$ cat src/rtl/autoconfig_chain.sv
// autoconfig_chain: Zorro II AutoConfig engine offering a chain of logical boards.
// Optional: `define ACFG_BASE_READBACK_EN to read base back at indexes 24h/25h.
module autoconfig_chain #(
  parameter int                      NUM_BOARDS = 3,
  parameter logic [NUM_BOARDS*8-1:0] ER_TYPE    = {8'hC1, 8'hC1, 8'hE5},
  parameter logic [NUM_BOARDS*8-1:0] PRODUCT    = {8'h0A, 8'h09, 8'h08},
  parameter logic [NUM_BOARDS*8-1:0] MATCH_MASK = {8'hFF, 8'hFF, 8'hF0},
  parameter logic [15:0]             MFG_ID     = 16'h07DB,
  parameter logic [31:0]             SERIAL     = 32'h0000_0001,
  parameter int                      DTACK_WAIT = 4
) (
  input  logic                  CPU_CLK,
  input  logic                  RESET,
  input  logic                  CPU_AS,
  input  logic                  UDS,
  input  logic                  LDS,
  input  logic                  RW,
  input  logic [23:1]           ADDRESS,
  input  logic [3:0]            DATA_IN,
  output logic [3:0]            DATA_OUT,
  output logic                  DATA_OE,
  output logic                  CPU_DTACK,
  output logic [NUM_BOARDS-1:0] BOARD_HIT,
  output logic [NUM_BOARDS-1:0] CONFIGURED,
  output logic                  ALL_DONE
);

  localparam int CW = (NUM_BOARDS > 1) ? $clog2(NUM_BOARDS) : 1;

  typedef enum logic [2:0] {
    S_IDLE, S_DECODE, S_WAIT, S_ACK, S_HOLD
  } state_t;

  state_t state_q, state_d;
  logic [3:0] cnt_q, cnt_d;
  logic as_m_q, as_s_q, ds_m_q, ds_s_q;
  logic [CW-1:0] cur_q, cur_c;
  logic [6:0] idx_q;
  logic rw_q;
  logic [7:0] base_q [NUM_BOARDS];
  logic [NUM_BOARDS-1:0] cfg_q, shut_q;
  logic free_c, win_c;
  logic [7:0] er_c, pr_c;
  logic [2:0] sidx_c;
  logic [3:0] nib_c, rb_c;
  logic rb_sel_c;
  logic [7:0] unused_addr;

  assign unused_addr = ADDRESS[15:8];

  // Lowest-index board still waiting to be configured.
  always_comb begin
    cur_c  = '0;
    free_c = 1'b0;
    for (int i = NUM_BOARDS - 1; i >= 0; i--) begin
      if (!cfg_q[i] && !shut_q[i]) begin
        cur_c  = CW'(i);
        free_c = 1'b1;
      end
    end
  end

  assign ALL_DONE   = !free_c;
  assign CONFIGURED = cfg_q;
  assign win_c      = (ADDRESS[23:16] == 8'hE8) && free_c;

  always_comb begin
    state_d = state_q;
    cnt_d   = cnt_q;
    unique case (state_q)
      S_IDLE: begin
        if (!as_s_q && !ds_s_q && win_c) state_d = S_DECODE;
      end
      S_DECODE: begin
        if (as_s_q) begin
          state_d = S_IDLE;
        end else if (DTACK_WAIT == 1) begin
          state_d = S_ACK;
        end else begin
          state_d = S_WAIT;
          cnt_d   = '0;
        end
      end
      S_WAIT: begin
        if (as_s_q) state_d = S_IDLE;
        else if (cnt_q == 4'(DTACK_WAIT - 2)) state_d = S_ACK;
        else cnt_d = cnt_q + 4'd1;
      end
      S_ACK:   state_d = S_HOLD;
      S_HOLD: begin
        if (as_s_q) state_d = S_IDLE;
      end
      default: state_d = S_IDLE;
    endcase
  end

  always_ff @(posedge CPU_CLK) begin
    if (RESET) begin
      state_q <= S_IDLE;
      cnt_q   <= '0;
      as_m_q  <= 1'b1;
      as_s_q  <= 1'b1;
      ds_m_q  <= 1'b1;
      ds_s_q  <= 1'b1;
      cur_q   <= '0;
      idx_q   <= '0;
      rw_q    <= 1'b0;
      cfg_q   <= '0;
      shut_q  <= '0;
      for (int i = 0; i < NUM_BOARDS; i++) base_q[i] <= 8'h00;
    end else begin
      state_q <= state_d;
      cnt_q   <= cnt_d;
      as_m_q  <= CPU_AS;
      as_s_q  <= as_m_q;
      ds_m_q  <= UDS & LDS;
      ds_s_q  <= ds_m_q;
      if (state_q == S_IDLE && state_d == S_DECODE) begin
        cur_q <= cur_c;
        idx_q <= ADDRESS[7:1];
        rw_q  <= RW;
      end
      if (state_q == S_ACK && !rw_q) begin
        case (idx_q)
          7'h25: base_q[cur_q][3:0] <= DATA_IN;
          7'h24: begin
            base_q[cur_q][7:4] <= DATA_IN;
            cfg_q[cur_q]       <= 1'b1;
          end
          7'h26: shut_q[cur_q] <= 1'b1;
          default: ;
        endcase
      end
    end
  end

`ifdef ACFG_BASE_READBACK_EN
  assign rb_sel_c = (idx_q == 7'h24) || (idx_q == 7'h25);
  assign rb_c     = idx_q[0] ? base_q[cur_q][3:0] : base_q[cur_q][7:4];
`else
  assign rb_sel_c = 1'b0;
  assign rb_c     = 4'hF;
`endif

  assign er_c   = ER_TYPE[8*cur_q +: 8];
  assign pr_c   = PRODUCT[8*cur_q +: 8];
  assign sidx_c = 3'(idx_q - 7'h0C);

  // ROM nibbles other than ER_TYPE are stored inverted on the bus.
  always_comb begin
    nib_c = 4'hF;
    unique case (1'b1)
      (idx_q == 7'h00): nib_c = er_c[7:4];
      (idx_q == 7'h01): nib_c = er_c[3:0];
      (idx_q == 7'h02): nib_c = ~pr_c[7:4];
      (idx_q == 7'h03): nib_c = ~pr_c[3:0];
      (idx_q inside {[7'h08:7'h0B]}):
        nib_c = 4'(~MFG_ID >> {~idx_q[1:0], 2'b00});
      (idx_q inside {[7'h0C:7'h13]}):
        nib_c = 4'(~SERIAL >> {~sidx_c, 2'b00});
      default: nib_c = rb_sel_c ? rb_c : 4'hF;
    endcase
  end

  always_comb begin
    DATA_OE   = rw_q && (state_q != S_IDLE)
                && !(state_q == S_HOLD && as_s_q);
    DATA_OUT  = DATA_OE ? nib_c : 4'hF;
    CPU_DTACK = !((state_q == S_ACK)
                  || (state_q == S_HOLD && !as_s_q));
  end

  always_comb begin
    BOARD_HIT = '0;
    for (int i = 0; i < NUM_BOARDS; i++) begin
      BOARD_HIT[i] = cfg_q[i] && !CPU_AS && !(UDS & LDS)
        && (((ADDRESS[23:16] ^ base_q[i]) & MATCH_MASK[8*i +: 8]) == 8'h00);
    end
  end

endmodule
$ cat config.mk
export PLATFORM = sky130hd
export DESIGN_NAME = autoconfig_chain
export DESIGN_NICKNAME = d
export VERILOG_FILES = /design/src/rtl/autoconfig_chain.sv
export SDC_FILE = /design/constraint.sdc
export NUM_CORES = 1
export LEC_CHECK = 0
export ABC_AREA = 1
export CAP_MARGIN = 20
export CORE_AREA = 2 2 78 110
export DETAILED_ROUTE_END_ITERATION = 8
export DIE_AREA = 0 0 80 112
export SKIP_CTS_REPAIR_TIMING = 1
export SLEW_MARGIN = 20
export SYNTH_ARGS = -nofsm -noshare
export SYNTH_HDL_FRONTEND = slang
export SYNTH_SLANG_ARGS = --single-unit
$ cat constraint.sdc
create_clock -name CPU_CLK -period 4.7 [get_ports CPU_CLK]
set_clock_uncertainty 0.2 [all_clocks]
set_input_delay 0.94 -clock CPU_CLK [delete_from_list [all_inputs] [get_ports CPU_CLK]]
set_output_delay 0.94 -clock CPU_CLK [all_outputs]
set_load 0.03 [all_outputs]
==> results of run 1 <==
## state kept, by name (all words and copies together) (netlist names)
signal and count:
base_q 20, idx_q 7, cnt_q 4, CONFIGURED 3, shut_q 3, state_q 3
cur_q 2, as_m_q 1, as_s_q 1, ds_m_q 1, ds_s_q 1, rw_q 1
## synthesized netlist by cell type
cell and count:
sky130_fd_sc_hd__nand3_1 19, sky130_fd_sc_hd__ha_1 6, sky130_fd_sc_hd__o2111ai_1 1, sky130_fd_sc_hd__clkbuf_1 4, sky130_fd_sc_hd__xor2_1 2, sky130_fd_sc_hd__o21a_1 3
sky130_fd_sc_hd__o21ai_1 1, sky130_fd_sc_hd__or2_2 5, sky130_fd_sc_hd__nor3_1 3, sky130_fd_sc_hd__a31oi_1 1, sky130_fd_sc_hd__a211oi_1 1, sky130_fd_sc_hd__nand2_1 71
sky130_fd_sc_hd__inv_1 67, sky130_fd_sc_hd__buf_1 1, sky130_fd_sc_hd__nor2_1 70, sky130_fd_sc_hd__o22ai_1 1, sky130_fd_sc_hd__nand4_1 23, sky130_fd_sc_hd__nand3_2 1
sky130_fd_sc_hd__a21oi_1 6, sky130_fd_sc_hd__edfxtp_1 20, sky130_fd_sc_hd__dfxtp_1 27, sky130_fd_sc_hd__o21ai_0 11, sky130_fd_sc_hd__o211ai_1 1, sky130_fd_sc_hd__xnor2_1 8
sky130_fd_sc_hd__nand3b_1 1, sky130_fd_sc_hd__nor4_2 2, sky130_fd_sc_hd__buf_2 1, sky130_fd_sc_hd__nor4_1 2
## worst reg2reg max path: cells and delay by family, from the launching register on
family	cells	cell delay, ns
adders and majority gates	1	0.14
AOI/OAI and AO/OA	1	0.69
DFF	1	0.33
buffers and inverters	2	0.12
and+or+nand+nor	4	0.66
## how the worst max path moves through the flow
stage | slack, ns | to | cells past startpoint | startpoint
3_5_place_dp | 0.72 | BOARD_HIT[2] | 5 | UDS
2_1_floorplan | 1.35 | BOARD_HIT[2] | 4 | ADDRESS[21]
6_report | 0.76 | BOARD_HIT[2] | 5 | UDS
4_1_cts | 0.72 | BOARD_HIT[2] | 5 | UDS
3_3_place_gp | 0.76 | BOARD_HIT[0] | 5 | UDS
5_1_grt | 0.61 | BOARD_HIT[2] | 5 | UDS
## power groups by stage
stage / combinational (uW) / sequential [uW] / clock [uW]
global placement: 59.5 / 444 / 0
finish: 59.9 / 435 / 352
CTS: 60.4 / 435 / 362
floorplan: 28.5 / 443 / 0
detailed placement: 60.2 / 445 / 0
global route: 66.9 / 436 / 373
## cell type report
cell class / count / area, um2 / area share, %
Multi-Input combinational cell: 239 / 1180 / 36.7
Sequential cell: 47 / 1140 / 35.4
Timing Repair Buffer: 37 / 370 / 11.5
Inverter: 67 / 251 / 7.81
Tap cell: 102 / 128 / 3.96
Clock buffer: 5 / 125 / 3.89
Clock inverter: 3 / 23.8 / 0.738
## layer usage
layer  GRT usage (%)  part of all wire [%]  vias up
li1                -                     -     1216
met4            4.52                   1.3        0
met1            14.7                    40     1023
met2            27.1                    55       45
met5               0                     0        -
met3            2.27                   3.7        7
## kinds of logic after synthesis
group,count (synthesis),synth area share [%]
buffers and inverters,73,10.6
AND/OR/NAND/NOR,197,33.5
AO/OA/AOI/OAI,26,5.73
flip-flops,47,43.9
XOR/XNOR,10,3.37
adder cells (fa/ha/maj),6,2.89
## metrics by stage
step	power (uW)	cell area [um2]	hold slack [ns]	instances	setup slack, ns
after floorplan	472	2600	0.189	359	1.35
after global placement	504	3070	0.194	492	0.760
after detailed placement	505	3070	0.199	492	0.723
after CTS	858	3220	0.221	500	0.721
after global routing	876	3220	0.237	500	0.615
final	848	3220	0.219	500	0.757
==> out/qor.csv, run 1 <==
stage,metric,value,unit
timing,timing.fmax,254,MHz
route,drt-pass1-iter-count,4,
timing,hold_violations,0,
timing,setup_tns,0,ns
power_and_ir_drop,power_switching_share,22.1,%
grt,grt_antenna_before_repair,0,
power_and_ir_drop,p_int,660,uW
clock_network,cts.sink_count,47,
critical_path,worstPathCellList,clkdlybuf4s50_1 -> a21oi_1 -> nand4_1 -> nor4_1 -> clkdlybuf4s50_1,
critical_path,max_stage_delay,0.72,ns
route,detail_route.vias_per_cell,4.58,
timing,setup_viol_count_final,0,
critical_path,critPathMaxFanout,3,
critical_path,r2r.worst_path.cells,8,
logic_synthesis,synth-seq-area-share,43.9,%
critical_path,r2r_start,cnt_q[0],
clock_network,cts_tree,done,
timing,min_period_over_period,83.9,%
logic_synthesis,synth_area,2600,um2
logic_synthesis,synthDistinctLibCells,28,
placement,gp_congestion,0.838,
floorplan,core_area,8000,um2
critical_path,cp-end-kind,primary output,
grt,grt_start_max_net_pins,21,
power_and_ir_drop,power_leakage,0.00135,uW
floorplan,initial_core_util,32.5,%
logic_synthesis,ys_top_cells_by_area,"sky130_fd_sc_hd__edfxtp_1 23%, sky130_fd_sc_hd__dfxtp_1 21%, sky130_fd_sc_hd__nand2_1 10%, sky130_fd_sc_hd__nor2_1 10%, sky130_fd_sc_hd__inv_1 9.7%",
floorplan,boundaryPins,46,
worst_hold_path,hold_path_depth,1,
timing,timing_worst_slew_pin_value,0.872,ns
critical_path,worstPathBufferInverterCount,2,
cells_and_area,fillerInstances,872,
clock_network,clk_latency,0.29,ns
cells_and_area,area_growth,24.0,%
worst_hold_path,timing.hold.worst_endpoint,ds_s_q,
power_and_ir_drop,power_density,263,nW/um2
grt,grt_first_pass_wirelength,9.87,mm
power_and_ir_drop,power.clock.fraction,41.6,%
placement,placement.io_buffers,37,
critical_path,worst_r2r_endpoint,cur_q[1],
route,dr.first_iter.drc_count,77,
route,antenna_left,0,
critical_path,slowest_cp_cell,sky130_fd_sc_hd__clkdlybuf4s50_1,
timing,rsz0062_at_grt,no,
cells_and_area,mostFrequentLayoutCell,sky130_fd_sc_hd__nand2_1,
clock_network,cts-htree-levels,2,
logic_synthesis,postSynthAreaPerCell,7.24,um2
critical_path,startpoint_type,input pin,
critical_path,most_frequent_cell_on_the_critical_path,sky130_fd_sc_hd__clkdlybuf4s50_1,
route,drt_wl_cell,11.7,um
floorplan,std_cell_rows,39,
logic_synthesis,netlist.area_leader.share,23.1,%
critical_path,timing.critical_path.arrival,2.80,ns
run_status,run_status,completed,
placement,place_hpwl,4.65,mm
power_and_ir_drop,seq_power_share,51.4,%
logic_synthesis,postSynthCellCount,359,
timing,relative_slew_slack,41.9,%
timing,timing_max_transition_violations_final,0,
grt,vias_in_the_first_global_route,2238,
floorplan,die_area,8960,um2
route,routed_vias,2291,
power_and_ir_drop,p_switching,187,uW
logic_synthesis,yosys_register_bits,47,
worst_hold_path,worstHoldPathType,reg2reg,
cells_and_area,nets,436,
cells_and_area,utilization,40.2,%
job,max_cap_viol_count,0,
floorplan,die-width,80,um
timing,fin_crit,3.94,ns
clock_network,clockRootBuffer,sky130_fd_sc_hd__clkbuf_16,
clock_network,clock_buffers_created_by_tritoncts,5,
power_and_ir_drop,vdd_ir_drop_max,0.000128,V
critical_path,critical_path_class,in2out,
cells_and_area,final_layout_size_suffix_gt1_share,4.02,%
worst_hold_path,startpoint_of_the_lowest_slack_hold_path,ds_m_q,
logic_synthesis,synth.yosys.warnings,0,
grt,grtUsageTotal,13.9,%
logic_synthesis,area_leader_netlist,sky130_fd_sc_hd__edfxtp_1,
route,routed_wirelength,5.85,mm
cells_and_area,most-common-layout-cells,"71 x sky130_fd_sc_hd__nand2_1, 70 x sky130_fd_sc_hd__nor2_1, 67 x sky130_fd_sc_hd__inv_1",
clock_network,clock_path_buffers,2,
logic_synthesis,synth_fp_nets,398,
critical_path,worst_path_dominant_cell_family,buffers and inverters,
route,drc,0,
critical_path,regToRegSetupSlack,2.50,ns
clock_network,cts.clk_slew.worst_paths,0.07,ns
critical_path,critical_path_required,3.56,ns
grt,grt_remaining_overflow,0,
cells_and_area,n_antenna_cell,0,
power_and_ir_drop,comb_power_share,7.1,%
floorplan,die_height,112,um
No activity file was read; power rests on OpenSTA's default activity.
==> run 2: changes to the inputs <==
==> constraint.sdc (replaced) <==
create_clock -name CPU_CLK -period 4 [get_ports CPU_CLK]
set_clock_uncertainty 0.2 [all_clocks]
set_input_delay 0.8 -clock CPU_CLK [delete_from_list [all_inputs] [get_ports CPU_CLK]]
set_output_delay 0.8 -clock CPU_CLK [all_outputs]
set_load 0.03 [all_outputs]
==> run 2 against run 1 <==
Register-to-register slack worse by 0.72 ns. Non-clock buffer count is 1 higher. Total power increased by 25%. Highest routed layer unchanged. Sequential share of layout area down 0.34 points. Flip-flop and latch count stayed put. Critical path depth unchanged. Die area did not move. Final cell count increased by 0.20%. Critical endpoint is now BOARD_HIT[0]. Clock-buffer cell count stayed put.
==> out/qor.csv, run 2 (synthesis gave the netlist of run 1 again) <==
stage,metric,value,unit,change
run_status,run_status,completed,,
clock_network,clock_buffers_created_by_tritoncts,5,,unchanged
grt,global_routing_usage_on_met2,26.6,%,-0.44 points
job,max_cap_viol_count,0,,unchanged
critical_path,worstPathBufferInverterCount,2,,unchanged
timing,hold_violations,0,,unchanged
clock_network,cts_tree,done,,
cells_and_area,n_antenna_cell,0,,unchanged
route,dr.first_iter.drc_count,85,,+10%
placement,placement.cell_area,3080,um2,+0.24%
critical_path,worst_path_dominant_cell_family,buffers and inverters,,
cells_and_area,mostFrequentLayoutCell,sky130_fd_sc_hd__nand2_1,,
critical_path,critPathMaxFanout,3,,unchanged
cells_and_area,most-common-layout-cells,"71 x sky130_fd_sc_hd__nand2_1, 70 x sky130_fd_sc_hd__nor2_1, 67 x sky130_fd_sc_hd__inv_1",,
grt,grt_start_max_net_pins,21,,unchanged
grt,grt_first_pass_wirelength,9.74,mm,-1.3%
worst_hold_path,startpoint_of_the_lowest_slack_hold_path,as_m_q,,
power_and_ir_drop,vdd_ir_drop_max,0.000150,V,+17%
floorplan,die-width,80,um,unchanged
power_and_ir_drop,power_density,325,nW/um2,+24%
placement,gp_congestion,0.839,,+0.16%
route,routed_wirelength,5.75,mm,-1.8%
floorplan,core_area,8000,um2,unchanged
clock_network,clk_latency,0.29,ns,about the same
placement,place_hpwl,4.57,mm,-1.6%
critical_path,critical_path.startpoint,UDS,,
cells_and_area,nets,437,,+0.23%
floorplan,initial_core_util,32.5,%,unchanged
timing,timing_max_transition_violations_final,0,,unchanged
cells_and_area,area_growth,25.2,%,
timing,relative_slew_slack,41.3,%,-0.51 points
clock_network,cts.sink_count,47,,unchanged
timing,min_period_over_period,91.4,%,
critical_path,most_frequent_cell_on_the_critical_path,sky130_fd_sc_hd__clkdlybuf4s50_1,,
route,drc,0,,unchanged
timing,timing_worst_slew_pin_value,0.880,ns,+0.00761 ns
timing,rsz0062_at_grt,no,,
grt,global_route.usage.met1,14.3,%,-0.38 points
power_and_ir_drop,power_leakage,0.00137,uW,+1.7%
clock_network,clock_path_buffers,2,,unchanged
cells_and_area,final_cell_area,3250,um2,+0.97%
critical_path,critical_path_class,in2out,,
floorplan,std_cell_rows,39,,unchanged
placement,placement.io_buffers,37,,unchanged
critical_path,startpoint_type,input pin,,
floorplan,boundaryPins,46,,unchanged
grt,grt_remaining_overflow,0,,unchanged
floorplan,die_area,8960,um2,unchanged
grt,gr-usage-met3,2.27,%,unchanged
clock_network,clockRootBuffer,sky130_fd_sc_hd__clkbuf_16,,
grt,vias_in_the_first_global_route,2287,,+2.2%
clock_network,cts.clk_slew.worst_paths,0.06,ns,about the same
grt,top_usage_layer,met2,,
route,detail_route.vias_per_cell,4.52,,-1.4%
grt,grtUsageTotal,13.7,%,-0.19 points
critical_path,slowest_cp_cell,sky130_fd_sc_hd__clkdlybuf4s50_1,,
cells_and_area,top_regs,"base_q (20), idx_q (7), cnt_q (4)",,
cells_and_area,largest_register_ffs,20,,unchanged
timing,timing.fmax,273,MHz,
timing,fin_crit,3.66,ns,
timing,setup_tns,0,ns,unchanged
critical_path,cp-end-kind,primary output,,
cells_and_area,utilization,40.6,%,+0.39 points
critical_path,worstPathCellList,clkdlybuf4s50_1 -> a21oi_1 -> nand2_1 -> nor4_1 -> clkdlybuf4s50_1,,
route,drt-pass1-iter-count,4,,unchanged
timing,setup_viol_count_final,0,,unchanged
critical_path,max_stage_delay,0.72,ns,about the same
cells_and_area,max_flop_register,base_q,,
route,routed_vias,2263,,-1.2%
critical_path,critical_path_required,3.00,ns,-0.56 ns
clock_network,cts-htree-levels,2,,unchanged
floorplan,die_height,112,um,unchanged
critical_path,r2r_start,cnt_q[0],,
worst_hold_path,worstHoldPathType,reg2reg,,
route,antenna_left,0,,unchanged
critical_path,timing.critical_path.arrival,2.66,ns,-0.14 ns
route,drt_wl_cell,11.5,um,-2.0%
grt,grt_antenna_before_repair,0,,unchanged
cells_and_area,final_layout_size_suffix_gt1_share,4.26,%,+0.24 points
## run 2: area by class of cell
cell class,count,area (um2)
fill,845,4750
timing repair buffer,38,378
tap,102,128
inverter,67,251
multi-input combinational,239,1180
sequential,47,1140
clock buffer,5,125
clock inverter,3,47.5
## run 2: path summary, 6_finish.rpt
check,to,cells past startpoint,slack (ns)
min reg2reg,as_s_q,1,0.21
max,BOARD_HIT[0],5,0.34
min,as_s_q,1,0.21
max reg2reg,rw_q,8,1.78
## run 2: through the flow
stage	setup slack [ns]	total power [uW]	cells	hold slack (ns)
2_1_floorplan	0.929	554	359	0.189
3_3_place_gp	0.339	593	493	0.195
3_5_place_dp	0.336	593	493	0.201
4_1_cts	0.337	1070	501	0.217
5_1_grt	0.235	1090	501	0.220
6_report	0.343	1060	501	0.211
## run 2: routing by layer
metal / up-vias / wire length (um) / part of all wire [%]
met5: - / 0 / 0
met4: 0 / 90 / 1.6
met3: 6 / 184 / 3.2
met2: 37 / 3180 / 55
met1: 997 / 2300 / 40
li1: 1223 / - / -
## run 2: where the power goes
part | switching (uW) | internal [uW]
clock network | 178 | 298
logic | 35.7 | 35.1
registers | 3.64 | 508
==> run 3: changes to the inputs <==
--- a/config.mk
+++ b/config.mk
@@ -6,7 +6,6 @@
 export NUM_CORES = 1
 export LEC_CHECK = 0
 export ABC_AREA = 1
-export CAP_MARGIN = 20
 export CORE_AREA = 2 2 78 110
 export DETAILED_ROUTE_END_ITERATION = 8
 export DIE_AREA = 0 0 80 112
==> results of run 3 <==
No change in the layout: final DEF, timing and power equal those of run 2.
